==> config.mk <==
export PLATFORM = sky130hd
export DESIGN_NAME = wb_pipe_master
export DESIGN_NICKNAME = d
export VERILOG_FILES = /design/src/rtl/wb_pipe_master.sv
export SDC_FILE = /design/constraint.sdc
export NUM_CORES = 1
export LEC_CHECK = 0
export CAP_MARGIN = 25
export CORE_MARGIN = 4
export CORE_UTILIZATION = 25
export CTS_BUF_LIST = sky130_fd_sc_hd__clkbuf_2
export DETAILED_ROUTE_END_ITERATION = 7
export DONT_BUFFER_PORTS = 1
export GPL_ROUTABILITY_DRIVEN = 0
export PLACE_DENSITY_LB_ADDON = 0.2
export SYNTH_ARGS = -nofsm -noshare
export SYNTH_HDL_FRONTEND = slang
export SYNTH_SLANG_ARGS = --single-unit
==> constraint.sdc <==
create_clock -name aclk -period 4.85 [get_ports aclk]
set_input_delay 0.97 -clock aclk [delete_from_list [all_inputs] [get_ports aclk]]
set_output_delay 0.97 -clock aclk [all_outputs]
set_load 0.05 [all_outputs]
==> src/rtl/wb_pipe_master.sv <==
// Pipelined Wishbone B4 burst master: each command becomes up to MAX_BURST beats, at most MAX_OUT in flight.
// Define WB_PIPE_TIMEOUT_EN to abort a burst whose acks stop arriving for TIMEOUT_CYCLES cycles.
module wb_pipe_master #(
  parameter int ADDR_WIDTH     = 32,
  parameter int DATA_WIDTH     = 64,
  parameter int MAX_BURST      = 16,
  parameter int MAX_OUT        = 4,
  parameter int TIMEOUT_CYCLES = 1024,
  localparam int BYTE_WIDTH    = DATA_WIDTH / 8,
  localparam int LSB           = $clog2(BYTE_WIDTH),
  localparam int WA_W          = ADDR_WIDTH - LSB,
  localparam int LEN_W         = $clog2(MAX_BURST) + 1
) (
  input  logic                  aclk,
  input  logic                  aresetn,
  input  logic                  cmd_valid,
  output logic                  cmd_ready,
  input  logic [WA_W-1:0]       cmd_addr,
  input  logic [LEN_W-1:0]      cmd_len,
  input  logic                  cmd_we,
  input  logic [BYTE_WIDTH-1:0] cmd_sel,
  input  logic [DATA_WIDTH-1:0] wr_data,
  output logic                  wr_ready,
  output logic                  rd_valid,
  output logic [DATA_WIDTH-1:0] rd_data,
  output logic                  rd_last,
  output logic                  done,
  output logic                  err,
  output logic                  m_wb_cyc,
  output logic                  m_wb_stb,
  output logic                  m_wb_we,
  output logic [WA_W-1:0]       m_wb_adr,
  output logic [DATA_WIDTH-1:0] m_wb_dat_o,
  output logic [BYTE_WIDTH-1:0] m_wb_sel,
  input  logic [DATA_WIDTH-1:0] m_wb_dat_i,
  input  logic                  m_wb_ack,
  input  logic                  m_wb_err,
  input  logic                  m_wb_stall
);

  typedef enum logic [1:0] {IDLE, ISSUE, DRAIN, DONE} state_t;

  state_t           state_q;
  logic [WA_W-1:0]  addr_q;
  logic [LEN_W-1:0] len_q, issued_q, acked_q;
  logic [LEN_W-1:0] outstanding, issued_nxt, acked_nxt, out_nxt;
  logic             accept, ack_ok, timeout, err_hit;

  function automatic logic [LEN_W-1:0] clamp_len(input logic [LEN_W-1:0] l);
    if (l == '0) return LEN_W'(1);
    if (l > LEN_W'(MAX_BURST)) return LEN_W'(MAX_BURST);
    return l;
  endfunction

  // Counters advance for this cycle's accept and ack together; an ack with nothing in flight is dropped.
  assign outstanding = issued_q - acked_q;
  assign accept      = m_wb_stb && !m_wb_stall;
  assign ack_ok      = m_wb_cyc && m_wb_ack && (outstanding != '0);
  assign err_hit     = m_wb_cyc && (m_wb_err || timeout);
  assign issued_nxt  = issued_q + LEN_W'(accept);
  assign acked_nxt   = acked_q + LEN_W'(ack_ok);
  assign out_nxt     = issued_nxt - acked_nxt;

  assign cmd_ready   = (state_q == IDLE);
  assign wr_ready    = accept && m_wb_we;
  assign m_wb_dat_o  = (m_wb_cyc && m_wb_we) ? wr_data : '0;

`ifdef WB_PIPE_TIMEOUT_EN
  localparam int TO_W = $clog2(TIMEOUT_CYCLES + 1);
  logic [TO_W-1:0] to_cnt_q;

  assign timeout = (to_cnt_q >= TO_W'(TIMEOUT_CYCLES));

  always_ff @(posedge aclk) begin
    if (!aresetn || state_q == IDLE || ack_ok) to_cnt_q <= '0;
    else if (outstanding != '0 && !timeout)    to_cnt_q <= to_cnt_q + TO_W'(1);
  end
`else
  // Without the timeout option the master waits for acks indefinitely.
  assign timeout = (TIMEOUT_CYCLES < 0);
`endif

  // NOTE: the reset is synchronous, so it sits inside the clocked block rather than in the sensitivity list.
  always_ff @(posedge aclk) begin
    if (!aresetn) begin
      state_q  <= IDLE;
      addr_q   <= '0;
      len_q    <= '0;
      issued_q <= '0;
      acked_q  <= '0;
      m_wb_cyc <= 1'b0;
      m_wb_stb <= 1'b0;
      m_wb_we  <= 1'b0;
      m_wb_adr <= '0;
      m_wb_sel <= '0;
      rd_valid <= 1'b0;
      rd_data  <= '0;
      rd_last  <= 1'b0;
      done     <= 1'b0;
      err      <= 1'b0;
    end else begin
      // NOTE: non-blocking assignments keep every register update based on pre-edge values.
      rd_valid <= 1'b0;
      rd_last  <= 1'b0;
      done     <= 1'b0;
      case (state_q)
        IDLE: begin
          if (cmd_valid) begin
            state_q  <= ISSUE;
            addr_q   <= cmd_addr;
            len_q    <= clamp_len(cmd_len);
            issued_q <= '0;
            acked_q  <= '0;
            m_wb_cyc <= 1'b1;
            m_wb_stb <= 1'b1;
            m_wb_we  <= cmd_we;
            m_wb_adr <= cmd_addr;
            m_wb_sel <= cmd_sel;
          end
        end
        ISSUE, DRAIN: begin
          issued_q <= issued_nxt;
          acked_q  <= acked_nxt;
          m_wb_adr <= addr_q + WA_W'(issued_nxt);
          if (ack_ok && !m_wb_we) begin
            rd_valid <= 1'b1;
            rd_data  <= m_wb_dat_i;
            rd_last  <= (acked_nxt == len_q);
          end
          if (err_hit || acked_nxt == len_q) begin
            state_q  <= DONE;
            done     <= 1'b1;
            err      <= err_hit;
            m_wb_cyc <= 1'b0;
            m_wb_stb <= 1'b0;
            m_wb_we  <= 1'b0;
            m_wb_adr <= '0;
            m_wb_sel <= '0;
          end else if (issued_nxt == len_q) begin
            state_q  <= DRAIN;
            m_wb_stb <= 1'b0;
          end else begin
            m_wb_stb <= (out_nxt < LEN_W'(MAX_OUT));
          end
        end
        DONE: begin
          state_q <= IDLE;
          err     <= 1'b0;
        end
        default: begin
          state_q  <= IDLE;
          m_wb_cyc <= 1'b0;
          m_wb_stb <= 1'b0;
          m_wb_we  <= 1'b0;
          m_wb_adr <= '0;
          m_wb_sel <= '0;
          err      <= 1'b0;
        end
      endcase
    end
  end

endmodule

* Yosys cells after proc, flatten, opt, wreduce, memory -nomap -nowiden
Index checks and enable logic that the tools add are counted.
** Storage, ports and cells
- Flip-flop bits (word level) :: 154
- Output and inout port bits :: 174
- Word-level logic and storage cells :: 93
** Operators by class
- Add/subtract/negate cells :: 5
- Order comparisons :: 2
- Equal/unequal tests :: 8
- Multiplexer cells :: 39
- Reductions and logical operators :: 24
** Operator list (number)
- two-way mux 64 bit :: 1
- two-way mux 29 bit :: 2
- case mux 29 bit (2 select lines) :: 1
- adder 29 x 5 -> 29 bit :: 1
- two-way mux 5 bit :: 5
- case mux 5 bit (2 select lines) :: 2
- two-way mux 1 bit :: 17
- two-way mux 8 bit :: 2
- case mux 8 bit (2 select lines) :: 1
- AND reduction 2 bit :: 6
- adder 5 x 1 -> 5 bit :: 2
- == test 5 bit :: 2
- subtractor 5 bit :: 2
- case mux 1 bit (2 select lines) :: 4
- logical AND 1 bit :: 7
- two-way mux 2 bit :: 3
- case mux 2 bit (3 select lines) :: 1
- AND reduction 3 bit :: 2
- greater-than comparator 5 bit, second input constant :: 1
- logical NOT 5 bit :: 1
- < comparator 5 x 3 -> 1 bit, second input constant :: 1
- nonzero test 5 bit :: 1
- == test 2 bit, second input constant :: 2
- inequality test 2 bit, second input constant :: 2
- 7 further kinds :: 9

* Depth between registers and ports, before layout
Gate-level depths: netlist of the first run.
- Word-level depth :: 11
- Depth in mapped cells :: 18

* Worst setup path after synthesis of the first run
Ideal clock, no wire load.
- Kind :: register to register
- Start :: register acked_q[1]
- End :: register m_wb_stb
- Arrival :: 3643 ps
- Required time :: 4762 ps
- Slack :: 1119 ps
- Cell stages (with the launch flop) :: 17
- Path buffers :: 0
- Period minus slack after synthesis :: 3731 ps
- Cell sequence :: dfxtp_1 inv_1 ha_1 nor2b_1 o21a_1 or4_1 a21o_1 nand3_1 inv_1 ha_1 ha_1 xnor2_1 ha_1 a221oi_2 xnor2_1 or3_1 o32ai_2
** Between the ends
- Word-level cells in the longest chain between the ends :: 9
- Elaborated cells on any way between the ends :: 11
** RTL lines
- start: declaration :: RTL line 45 : logic [LEN_W-1:0] len_q, issued_q, acked_q;
- start signal: assignment :: RTL line 123 : acked_q <= acked_nxt;
- subtractor 5 bit :: RTL line 56 : assign outstanding = issued_q - acked_q;
- nonzero test 5 bit :: RTL line 58 : assign ack_ok = m_wb_cyc && m_wb_ack && (outstanding != '0);
- logical AND 1 bit :: RTL line 58
- adder 5 x 1 -> 5 bit (*) :: RTL line 61 : assign acked_nxt = acked_q + LEN_W'(ack_ok);
- subtractor 5 bit :: RTL line 62 : assign out_nxt = issued_nxt - acked_nxt;
- < comparator 5 x 3 -> 1 bit :: RTL line 143 : m_wb_stb <= (out_nxt < LEN_W'(MAX_OUT));
- two-way mux 1 bit :: RTL line 139 : end else if (issued_nxt == len_q) begin
- two-way mux 1 bit (*) :: RTL line 130 : if (err_hit || acked_nxt == len_q) begin
- case mux 1 bit (2 select lines) (*) :: RTL line 106 : case (state_q)
- end signal: assignment :: RTL line 143
- end: declaration :: RTL line 30 : output logic m_wb_stb,
Mark *: on every way between the ends. The rest lies on a longest branch, timed or not.
A chain may end at the register's enable or synchronous reset.

* Worst setup path after layout of the first run
- Start :: register acked_q[2]
- End :: register m_wb_sel[1]
** Between the ends
- Word-level cells in the longest chain between the ends :: 8
** RTL lines
- subtractor 5 bit :: RTL line 56
- nonzero test 5 bit :: RTL line 58
- logical AND 1 bit :: RTL line 58
- adder 5 x 1 -> 5 bit (*) :: RTL line 61
- == test 5 bit (*) :: RTL line 130
- logical OR 1 bit (*) :: RTL line 130
- inequality test 2 bit (no source line) (*)
- AND reduction 3 bit (no source line) (*)
- end signal: assignment :: RTL line 118 : m_wb_sel <= cmd_sel;
- end: declaration :: RTL line 34 : output logic [BYTE_WIDTH-1:0] m_wb_sel,
Marked as above.

==> metrics, run 1 <==
Root Buffer=clkbuf_2; fmax=0.241 GHz; DR vias=6,524; antenna violations before repair=2; final count of hold timing violations=0; Setup TNS Final=0 ns; power per cell area=524 mW/mm2; Final Max Slew Viols=0; Total GRT Usage=14.7%; Pwr Total=4.42 mW; top cells by area, synth=dfxtp_1 (39%), nand2_1 (10%), mux2i_1 (8.3%); Critical Path Slowest Stage Cell=dfxtp_1; final WL=26,900 um; die area=0.0341 mm2; drt pass-1 iters=5; critical path class=reg2reg; crit path capture type=flop; maximum fanout along the worst path=31; WP buf/inv=5; setup ws final=0.707 ns; vias in the first global route=6,182; startpoint types=flop; vias per cell=4.93; Clock Tree Buf Depth=2; top_reg_cell synth=dfxtp_1; sequential fraction of the synthesis area=39.5%; arrival time at the worst endpoint=4.80 ns; top layer in use=met4; synth cell count leaders=nand2_1 (217), dfxtp_1 (154), and3_1 (68); first-pass GRT wire length=39,000 um; FFs w/ async S/R, synth=0%; crit-path cells=inv_1 > ha_1 > o21a_1 > or4_1 > a21o_1 > nand3_1 > inv_1 > ha_1 > ha_1 > xnor2_1 > nand3b_1 > mux2i_1 > buf_4 > a211oi_4 > buf_4 > buf_4 > o21ai_1 > a21oi_1; routed length on met2=11,700 um; worst stage delay on the critical path=0.59 ns; Period minus WS final=4.14 ns; Critical Path RT=5.50 ns; final setup fails=0; leading area contributor after synthesis=dfxtp_1; RSZ-0062 raised after global routing=false; CTS-repair resized insts=0; P_leak=3.22 nW; drt drc=0; io pins=351; wire length on met3=2880 um; Nets=1,109; Die H=185 um; Core ar.=0.0307 mm2; Worst Max-Slew Pin Slew=0.983 ns; Layout area overhead=7.96%; Die W=185 um; synth unique cells=51; Ys Warns=0; Final HPWL DP=19,800 um; Clock transition at path regs=0.29 ns; clock skew=0.0475 ns; M1 WL=12,200 um; post-synth top area share=39.5%; crit-path leading delay family=buffers and inverters; DR iter-0 viols=344; CTS Buf Count=17; CTS H-Tree Depth=4; CTS Hold Bufs=0; Place WS=0.708 ns; Worst slew margin=34.2%; most common cell in the netlist=nand2_1; largest net degree at the start of global routing=164; syn_nets=1,149; WL per Instance=20.3 um; row cnt=64; post-layout util=27.5%; CTS sink count=154; Maximum Capacitance Violations=0; Syn Area/Cell=8.19 um2; Max IR drop VDD=0.000267 V; cell count after synthesis=953; Initial Util=25.5%; Post-DRT Antenna Nets=0; Hold Path Class=in2reg; status=complete, no violations; Seq cells post-synth=154; proportion of layout cells with a drive suffix above 1=6.59%; TritonCTS clock tree=yes; final clock period utilization by the worst path=85.4%; GRT Residual Overflow=0; clk_lat worst skew=0.74 ns; Mapped Area=0.00781 mm2; PortBufs=0; Post-synth EDFFs=0; postcts setup bufs=0
==> worst reg2reg max path, delay by kind of cell (launching register included) <==
kind	cells	cell delay (ns)
buf+inv	5	1.01
compound gates	5	0.72
simple gates	3	0.67
xor+xnor	1	0.15
fa+ha+maj	3	0.84
mux	1	0.07
flops	1	0.59
==> sequential cells by signal, indices dropped and copies added (netlist names), 2 cells and up <==
| signal | count |
|---|---|
| rd_data | 64 |
| addr_q | 29 |
| m_wb_adr | 29 |
| m_wb_sel | 8 |
| acked_q | 5 |
| issued_q | 5 |
| len_q | 5 |
| state_q | 2 |
==> path summary, 6_finish.rpt <==
kind	startpoint	to	slack, ns	cells past startpoint
setup / recovery	acked_q[2]	m_wb_sel[1]	0.71	18
hold / removal	cmd_addr[5]	addr_q[5]	0.31	2
setup reg to reg	acked_q[2]	m_wb_sel[1]	0.71	18
hold reg to reg	addr_q[0]	addr_q[0]	0.48	2
==> per-layer routing <==
| layer | GRT usage (%) | vias up |
|---|---|---|
| met4 | 2.47 | 0 |
| met3 | 6.08 | 9 |
| met2 | 22.6 | 230 |
| met5 | 0 | - |
| li1 | - | 3216 |
| met1 | 19.7 | 3069 |
==> where the power goes <==
part	leakage (nW)	internal (mW)	switching (mW)
clock network	0.164	0.352	0.551
logic	1.80	0.410	0.949
registers	1.25	1.48	0.683
==> layout by cell type, fill, tap and decap left out, types with 5 or more instances in the layout <==
cell type  Yosys  routed
clkbuf_2       0      17
o21ai_0       37      37
nor3_1         6       6
a21oi_1       58      58
xor2_1        21      21
a2111oi_0      5       5
nor2_1        51      51
a221oi_1      27      27
inv_1         18      18
mux2i_1       65      65
a22oi_1        8       8
nand2_1      217     217
ha_1          18      18
nand3_1       15      15
nor2b_1        6       6
a211oi_1      11      11
buf_4          3      14
dfxtp_1      154     152
xnor2_1       27      27
and3_1        68      68
o21ai_1       11      10
==> final cells by class <==
class,instances,area [um2]
antenna,1,2.50
clock buffer,17,85.1
clock inverter,15,213
fill,3318,22200
inverter,21,78.8
multi-input combinational,702,4310
sequential,154,3090
tap,396,495
timing repair buffer,17,165
==> metrics by stage <==
stage / hold slack [ns] / std cells / cell area (um2)
floorplan: 0.436 / 953 / 7810
global placement: 0.449 / 1288 / 8090
detailed placement: 0.453 / 1289 / 8110
CTS: 0.176 / 1321 / 8410
global route: 0.154 / 1323 / 8430
finish: 0.312 / 1323 / 8430
==> cells by family after synthesis <==
kind of cell | Yosys count | synth area share [%]
and+or+nand+nor | 388 | 22.6
AOI/OAI and AO/OA | 180 | 14.9
DFF | 154 | 39.5
buffers and inverters | 97 | 5.54
muxes | 65 | 8.33
xor gates and xnor gates | 50 | 5.99
adders and majority gates | 19 | 3.14
Power figures use the tool's default switching activity.
==> inputs of run 2 (changes only) <==
--- a/config.mk
+++ b/config.mk
@@ -13,6 +13,7 @@
 export DONT_BUFFER_PORTS = 1
 export GPL_ROUTABILITY_DRIVEN = 0
 export PLACE_DENSITY_LB_ADDON = 0.2
+export REMOVE_ABC_BUFFERS = 1
 export SYNTH_ARGS = -nofsm -noshare
 export SYNTH_HDL_FRONTEND = slang
 export SYNTH_SLANG_ARGS = --single-unit
==> metrics, run 2 (synthesis results as in run 1) <==
Final Max Slew Viols=0 (unchanged); DR iter-0 viols=280 (was 344); Max IR drop VDD=0.000273 V (was 0.000267 V); switching part of the total power=52.1% (was 49.4%); Core ar.=0.0307 mm2 (unchanged); share of power burned in registers=50.8% (was 48.8%); Period minus WS final=4.07 ns (was 4.14 ns); maximum fanout along the worst path=6 (was 31); CTS-repair resized insts=0 (unchanged); proportion of layout cells with a drive suffix above 1=6.07% (was 6.59%); setup ws final=0.779 ns (was 0.707 ns); row cnt=64 (unchanged); largest net degree at the start of global routing=164 (unchanged); first-pass GRT wire length=39,100 um (was 39,000 um); combinational share of power=32.9% (was 30.7%); Total GRT Usage=14.6% (was 14.7%); Clock Tree Buf Depth=2 (unchanged); CTS Hold Bufs=0 (unchanged); Top Registers=rd_data: 64 flops, addr_q: 29 flops, m_wb_adr: 29 flops (unchanged); reg-to-reg slack, setup=0.78 ns (was 0.71 ns); Critical Path RT=5.47 ns (was 5.50 ns); critical path class=reg2reg (unchanged); post-layout util=27.2% (was 27.5%); Sw Pwr=2.21 mW (was 2.18 mW); CP startpoint=acked_q[1] (was acked_q[2]); fillers=3,362 (was 3,318); Initial Util=25.5% (unchanged); CTS H-Tree Depth=4 (unchanged); WL per Instance=19.8 um (was 20.3 um); most common cell after layout, fill and taps aside=nand2_1 (unchanged); Die W=185 um (unchanged); CTS Buf Count=17 (unchanged); most frequent cells in the layout=nand2_1 (217), dfxtp_1 (152), and3_1 (68), mux2i_1 (65), a21oi_1 (58) (unchanged); io pins=351 (unchanged); ANT cells=0 (was 1); Maximum Capacitance Violations=0 (unchanged); Layout area overhead=6.67% (was 7.96%); Worst slew margin=28.0% (was 34.2%); Clock transition at path regs=0.30 ns (was 0.29 ns); vias in the first global route=6,355 (was 6,182); DR vias=6,473 (was 6,524); Worst Max-Slew Pin Slew=1.08 ns (was 0.983 ns); PortBufs=0 (unchanged); crit path capture type=flop (unchanged); vias per cell=4.91 (was 4.93); startpoint types=flop (unchanged); RSZ-0062 raised after global routing=false (unchanged); power per cell area=508 mW/mm2 (was 524 mW/mm2); Final HPWL DP=18,600 um (was 19,800 um); Worst Setup EP=m_wb_stb (was m_wb_sel[1]); final clock period utilization by the worst path=83.9% (was 85.4%); Setup TNS Final=0 ns (unchanged); Post-DRT Antenna Nets=0 (unchanged); GRT Residual Overflow=0 (unchanged); Hold Path Class=in2reg (unchanged); die area=0.0341 mm2 (unchanged); Cell Int Power=2.03 mW (was 2.24 mW); antenna violations before repair=0 (was 2); Crit Reg-Reg Startpoint=acked_q[1] (was acked_q[2]); CTS sink count=154 (unchanged); final count of hold timing violations=0 (unchanged); power share of the clock group=16.4% (was 20.4%); Top reg by flops=rd_data (unchanged); worst reg2reg path endpoint=m_wb_stb (was m_wb_sel[1]); status=complete, no violations (unchanged); max FFs per register=64 (unchanged); Nets=1,105 (was 1,109); drt pass-1 iters=4 (was 5); Root Buffer=clkbuf_2 (unchanged); drt drc=0 (unchanged); Die H=185 um (unchanged); TritonCTS clock tree=yes (unchanged); clk_lat worst skew=0.74 ns (about the same); Place WS=0.500 ns (was 0.708 ns); final WL=26,100 um (was 26,900 um); P_leak=3.16 nW (was 3.22 nW); final setup fails=0 (unchanged); fmax=0.246 GHz (was 0.241 GHz); postcts setup bufs=0 (unchanged); arrival time at the worst endpoint=4.70 ns (was 4.80 ns); clock skew=0.0615 ns (was 0.0475 ns); R2R cell count=16 (was 18)
[run 2: layout make-up]
class | instances | area [um2] | share of cell area, %
multi-input cells | 702 | 4310 | 51.7
repair buffers | 13 | 160 | 1.92
inverters | 21 | 78.8 | 0.946
clock inverters | 15 | 116 | 1.40
clock buffers | 17 | 85.1 | 1.02
flip-flops and latches | 154 | 3090 | 37.0
well taps | 396 | 495 | 5.95
[run 2: power groups by stage]
stage               Clock, mW  Combinational [mW]  Sequential, mW
global route            0.799                1.56            2.19
global placement            0                1.34            2.21
floorplan                   0               0.846            2.17
finish                  0.693                1.39            2.15
detailed placement          0                1.38            2.20
CTS                     0.743                1.39            2.18
[run 2: metrics by stage]
| stage | area, um2 | total power [mW] | std cells | hold WS (ns) |
|---|---|---|---|---|
| after global routing | 8330 | 4.55 | 1318 | 0.173 |
| after floorplan | 7450 | 3.02 | 877 | 0.436 |
| after CTS | 8310 | 4.31 | 1317 | 0.174 |
| final | 8330 | 4.24 | 1318 | 0.300 |
| after global placement | 8090 | 3.55 | 1284 | 0.451 |
| after detailed placement | 8110 | 3.59 | 1285 | 0.454 |
[run 2: critical path, cell delays in order, from the launching register on]
cell      delay, ns
dfxtp_1        0.47
inv_1          0.06
ha_1           0.28
nor2b_1        0.13
o21a_1         0.17
or4_1          0.46
a21o_1         0.18
nand3_1        0.12
inv_1          0.06
ha_1           0.23
ha_1           0.29
xnor2_1        0.24
ha_1           0.30
a221oi_2       0.27
xnor2_1        0.09
or3_1          0.38
o32ai_2        0.25
[run 2: worst min-delay path by stage]
| stage | startpoint | endpoint | slack, ns | cells past startpoint |
|---|---|---|---|---|
| 2_1_floorplan | addr_q[27] | addr_q[27] | 0.44 | 2 |
| 6_report | cmd_addr[14] | addr_q[14] | 0.30 | 2 |
| 3_3_place_gp | addr_q[27] | addr_q[27] | 0.45 | 2 |
| 4_1_cts | cmd_addr[14] | addr_q[14] | 0.17 | 2 |
| 5_1_grt | cmd_addr[11] | addr_q[11] | 0.17 | 2 |
| 3_5_place_dp | addr_q[27] | addr_q[27] | 0.45 | 2 |
[run 2: routing by layer]
layer / track usage, % / part of all wire (%) / up-vias
met5: 0 / 0 / -
met3: 5.74 / 12 / 14
met4: 2.70 / 0.73 / 0
li1: - / - / 3199
met2: 22.5 / 43 / 236
met1: 19.5 / 45 / 3024
==> inputs of run 3 (changes only) <==
==> constraint.sdc (replaced) <==
create_clock -name aclk -period 3.3 [get_ports aclk]
set_input_delay 0.66 -clock aclk [delete_from_list [all_inputs] [get_ports aclk]]
set_output_delay 0.66 -clock aclk [all_outputs]
set_load 0.05 [all_outputs]
==> metrics, run 3 (synthesis results as in run 1) <==
Max IR drop VDD=0.000553 V (was 0.000273 V); ANT cells=0 (unchanged); CTS sink count=154 (unchanged); final WL=29,100 um (was 26,100 um); crit-path leading delay family=simple AND/OR/NAND/NOR gates (was adder cells); Clock Tree Buf Depth=2 (unchanged); status=finished with violations (was complete, no violations); arrival time at the worst endpoint=4.17 ns (was 4.70 ns); fin cells=1,489 (was 1,318); Critical Path RT=3.89 ns (was 5.47 ns); io pins=351 (unchanged); Period minus WS final=3.58 ns (was 4.07 ns); Initial Util=25.5% (unchanged); Crit Reg-Reg Startpoint=acked_q[1] (unchanged); WL per Instance=19.6 um (was 19.8 um); clk_lat worst skew=0.73 ns (was 0.74 ns); max FFs per register=64 (unchanged); critical path class=reg2reg (unchanged); Place WS=-0.434 ns (was 0.500 ns); Die H=185 um (unchanged); CP startpoint=acked_q[1] (unchanged); Total GRT Usage=16.1% (was 14.6%); RSZ-0062 raised after global routing=true (was false); drt pass-1 iters=4 (unchanged); Die W=185 um (unchanged); final setup fails=40 (was 0); final clock period utilization by the worst path=108% (was 83.9%); setup ws final=-0.280 ns (was 0.779 ns); WP buf/inv=4 (was 2); Top reg by flops=rd_data (unchanged); Worst slew margin=32.8% (was 28.0%); DR iter-0 viols=316 (was 280); Final HPWL DP=18,500 um (was 18,600 um); drt drc=0 (unchanged); Clock transition at path regs=0.28 ns (was 0.30 ns); most frequent cells in the layout=nand2_1 (216), dfxtp_1 (150), dlygate4sd3_1 (103), buf_4 (69), and3_1 (68) (was nand2_1 (217), dfxtp_1 (152), and3_1 (68), mux2i_1 (65), a21oi_1 (58)); startpoint types=flop (unchanged); maximum fanout along the worst path=2 (was 6); Post-Place Cells=1,345 (was 1,285); worst hold slack=0.102 ns (was 0.300 ns); Post-DRT Antenna Nets=0 (unchanged); clock skew=0.0761 ns (was 0.0615 ns); crit path capture type=flop (unchanged); final count of hold timing violations=0 (unchanged); antenna violations before repair=1 (was 0); CP most frequent cell=ha_4 (was ha_1); CTS H-Tree Depth=4 (unchanged); Worst Max-Slew Pin Slew=1.00 ns (was 1.08 ns); Critical Path Slowest Stage Cell=or4_1 (was dfxtp_1); proportion of layout cells with a drive suffix above 1=17.7% (was 6.07%); failing checks=setup timing; PortBufs=0 (unchanged); power per cell area=676 mW/mm2 (was 508 mW/mm2); fillers=3,245 (was 3,362); Nets=1,277 (was 1,105); fmax=0.279 GHz (was 0.246 GHz); vias in the first global route=7,260 (was 6,355); Hold Path Origin=m_wb_dat_i[23] (was cmd_addr[14]); Pwr Total=7.04 mW (was 4.24 mW); Core ar.=0.0307 mm2 (unchanged); most common cell after layout, fill and taps aside=nand2_1 (unchanged); largest net degree at the start of global routing=114 (was 164); crit-path cells=inv_2 > ha_4 > nor2b_1 > o21a_1 > or4_1 > a21o_1 > nand3_2 > inv_2 > ha_4 > buf_4 > nand3_1 > xnor2_2 > buf_4 > ha_4 > xnor2_1 > or3_1 > o32ai_2 (was inv_1 > ha_1 > nor2b_1 > o21a_1 > or4_1 > a21o_1 > nand3_1 > inv_1 > ha_1 > ha_1 > xnor2_1 > ha_1 > a221oi_2 > xnor2_1 > or3_1 > o32ai_2); P_leak=4.05 nW (was 3.16 nW); Maximum Capacitance Violations=0 (unchanged); first-pass GRT wire length=43,000 um (was 39,100 um); Hold Path Class=in2reg (unchanged); TritonCTS clock tree=yes (unchanged); row cnt=64 (unchanged); die area=0.0341 mm2 (unchanged); Final Max Slew Viols=0 (unchanged); Layout area overhead=33.3% (was 6.67%); Top Registers=rd_data: 64 flops, addr_q: 29 flops, m_wb_adr: 29 flops (unchanged); CTS Buf Count=17 (unchanged); Root Buffer=clkbuf_2 (unchanged); worst stage delay on the critical path=0.48 ns (was 0.47 ns); vias per cell=4.88 (was 4.91); GRT Residual Overflow=0 (unchanged); DR vias=7,266 (was 6,473)
## run 3: repair_timing
action / CTS / global route
endpoints found under the setup margin: 45 / 45
resized for setup: 72 / 18
buffers inserted: 7 / 1
gates cloned: 3 / 0
hold endpoints to repair: 116 / 0
hold buffers: 104 / 0
pin swaps: 24 / 14
## run 3: cell type report
class,count,area [um2],area share (%)
repair buffers,185,1800,17.3
flip-flops and latches,154,3090,29.7
clock buffers,19,95.1,0.914
multi-input cells,702,4730,45.4
well taps,396,495,4.76
inverters,21,78.8,0.757
clock inverters,12,119,1.14
## run 3: layer usage
metal  vias up  wire (um)  track usage (%)
met3        27       2720             5.39
met2       248      13100             25.8
met4         2        465             3.93
met5         -         13                0
li1       3543          -                -
met1      3446      12800             21.2
## run 3: worst register-to-register path: stages, from the launching register on
cell and delay, ns:
dfxtp_2 0.40, inv_2 0.04, ha_4 0.20, nor2b_1 0.12, o21a_1 0.17, or4_1 0.48, a21o_1 0.20, nand3_2 0.09
inv_2 0.05, ha_4 0.16, buf_4 0.13, nand3_1 0.12, xnor2_2 0.17, buf_4 0.18, ha_4 0.20, xnor2_1 0.12
or3_1 0.37, o32ai_2 0.26
## run 3: path summary, 6_finish.rpt
check / endpoint / slack, ns / cells after the start
worst max-delay path: m_wb_stb / -0.28 / 17
worst min-delay path: rd_data[23] / 0.10 / 2
worst max register to register: m_wb_stb / -0.28 / 17
worst min register to register: addr_q[27] / 0.48 / 2
## run 3: stage by stage
| stage | utilization, % | setup TNS [ns] | cell area (um2) |
|---|---|---|---|
| 3_5_place_dp | 27.9 | -13.51 | 8550 |
| 6_report | 33.9 | -7.02 | 10400 |
| 2_1_floorplan | - | -143.07 | 7450 |
| 5_1_grt | 33.9 | -13.26 | 10400 |
| 3_3_place_gp | 27.9 | -13.24 | 8550 |
| 4_1_cts | 33.6 | -6.16 | 10300 |
## run 3: power breakdown
group / total, mW / internal (mW) / switching [mW]
Sequential: 3.19 / 2.17 / 1.02
Clock: 1.05 / 0.284 / 0.769
Combinational: 2.80 / 1.03 / 1.77
Total: 7.04 / 3.48 / 3.56
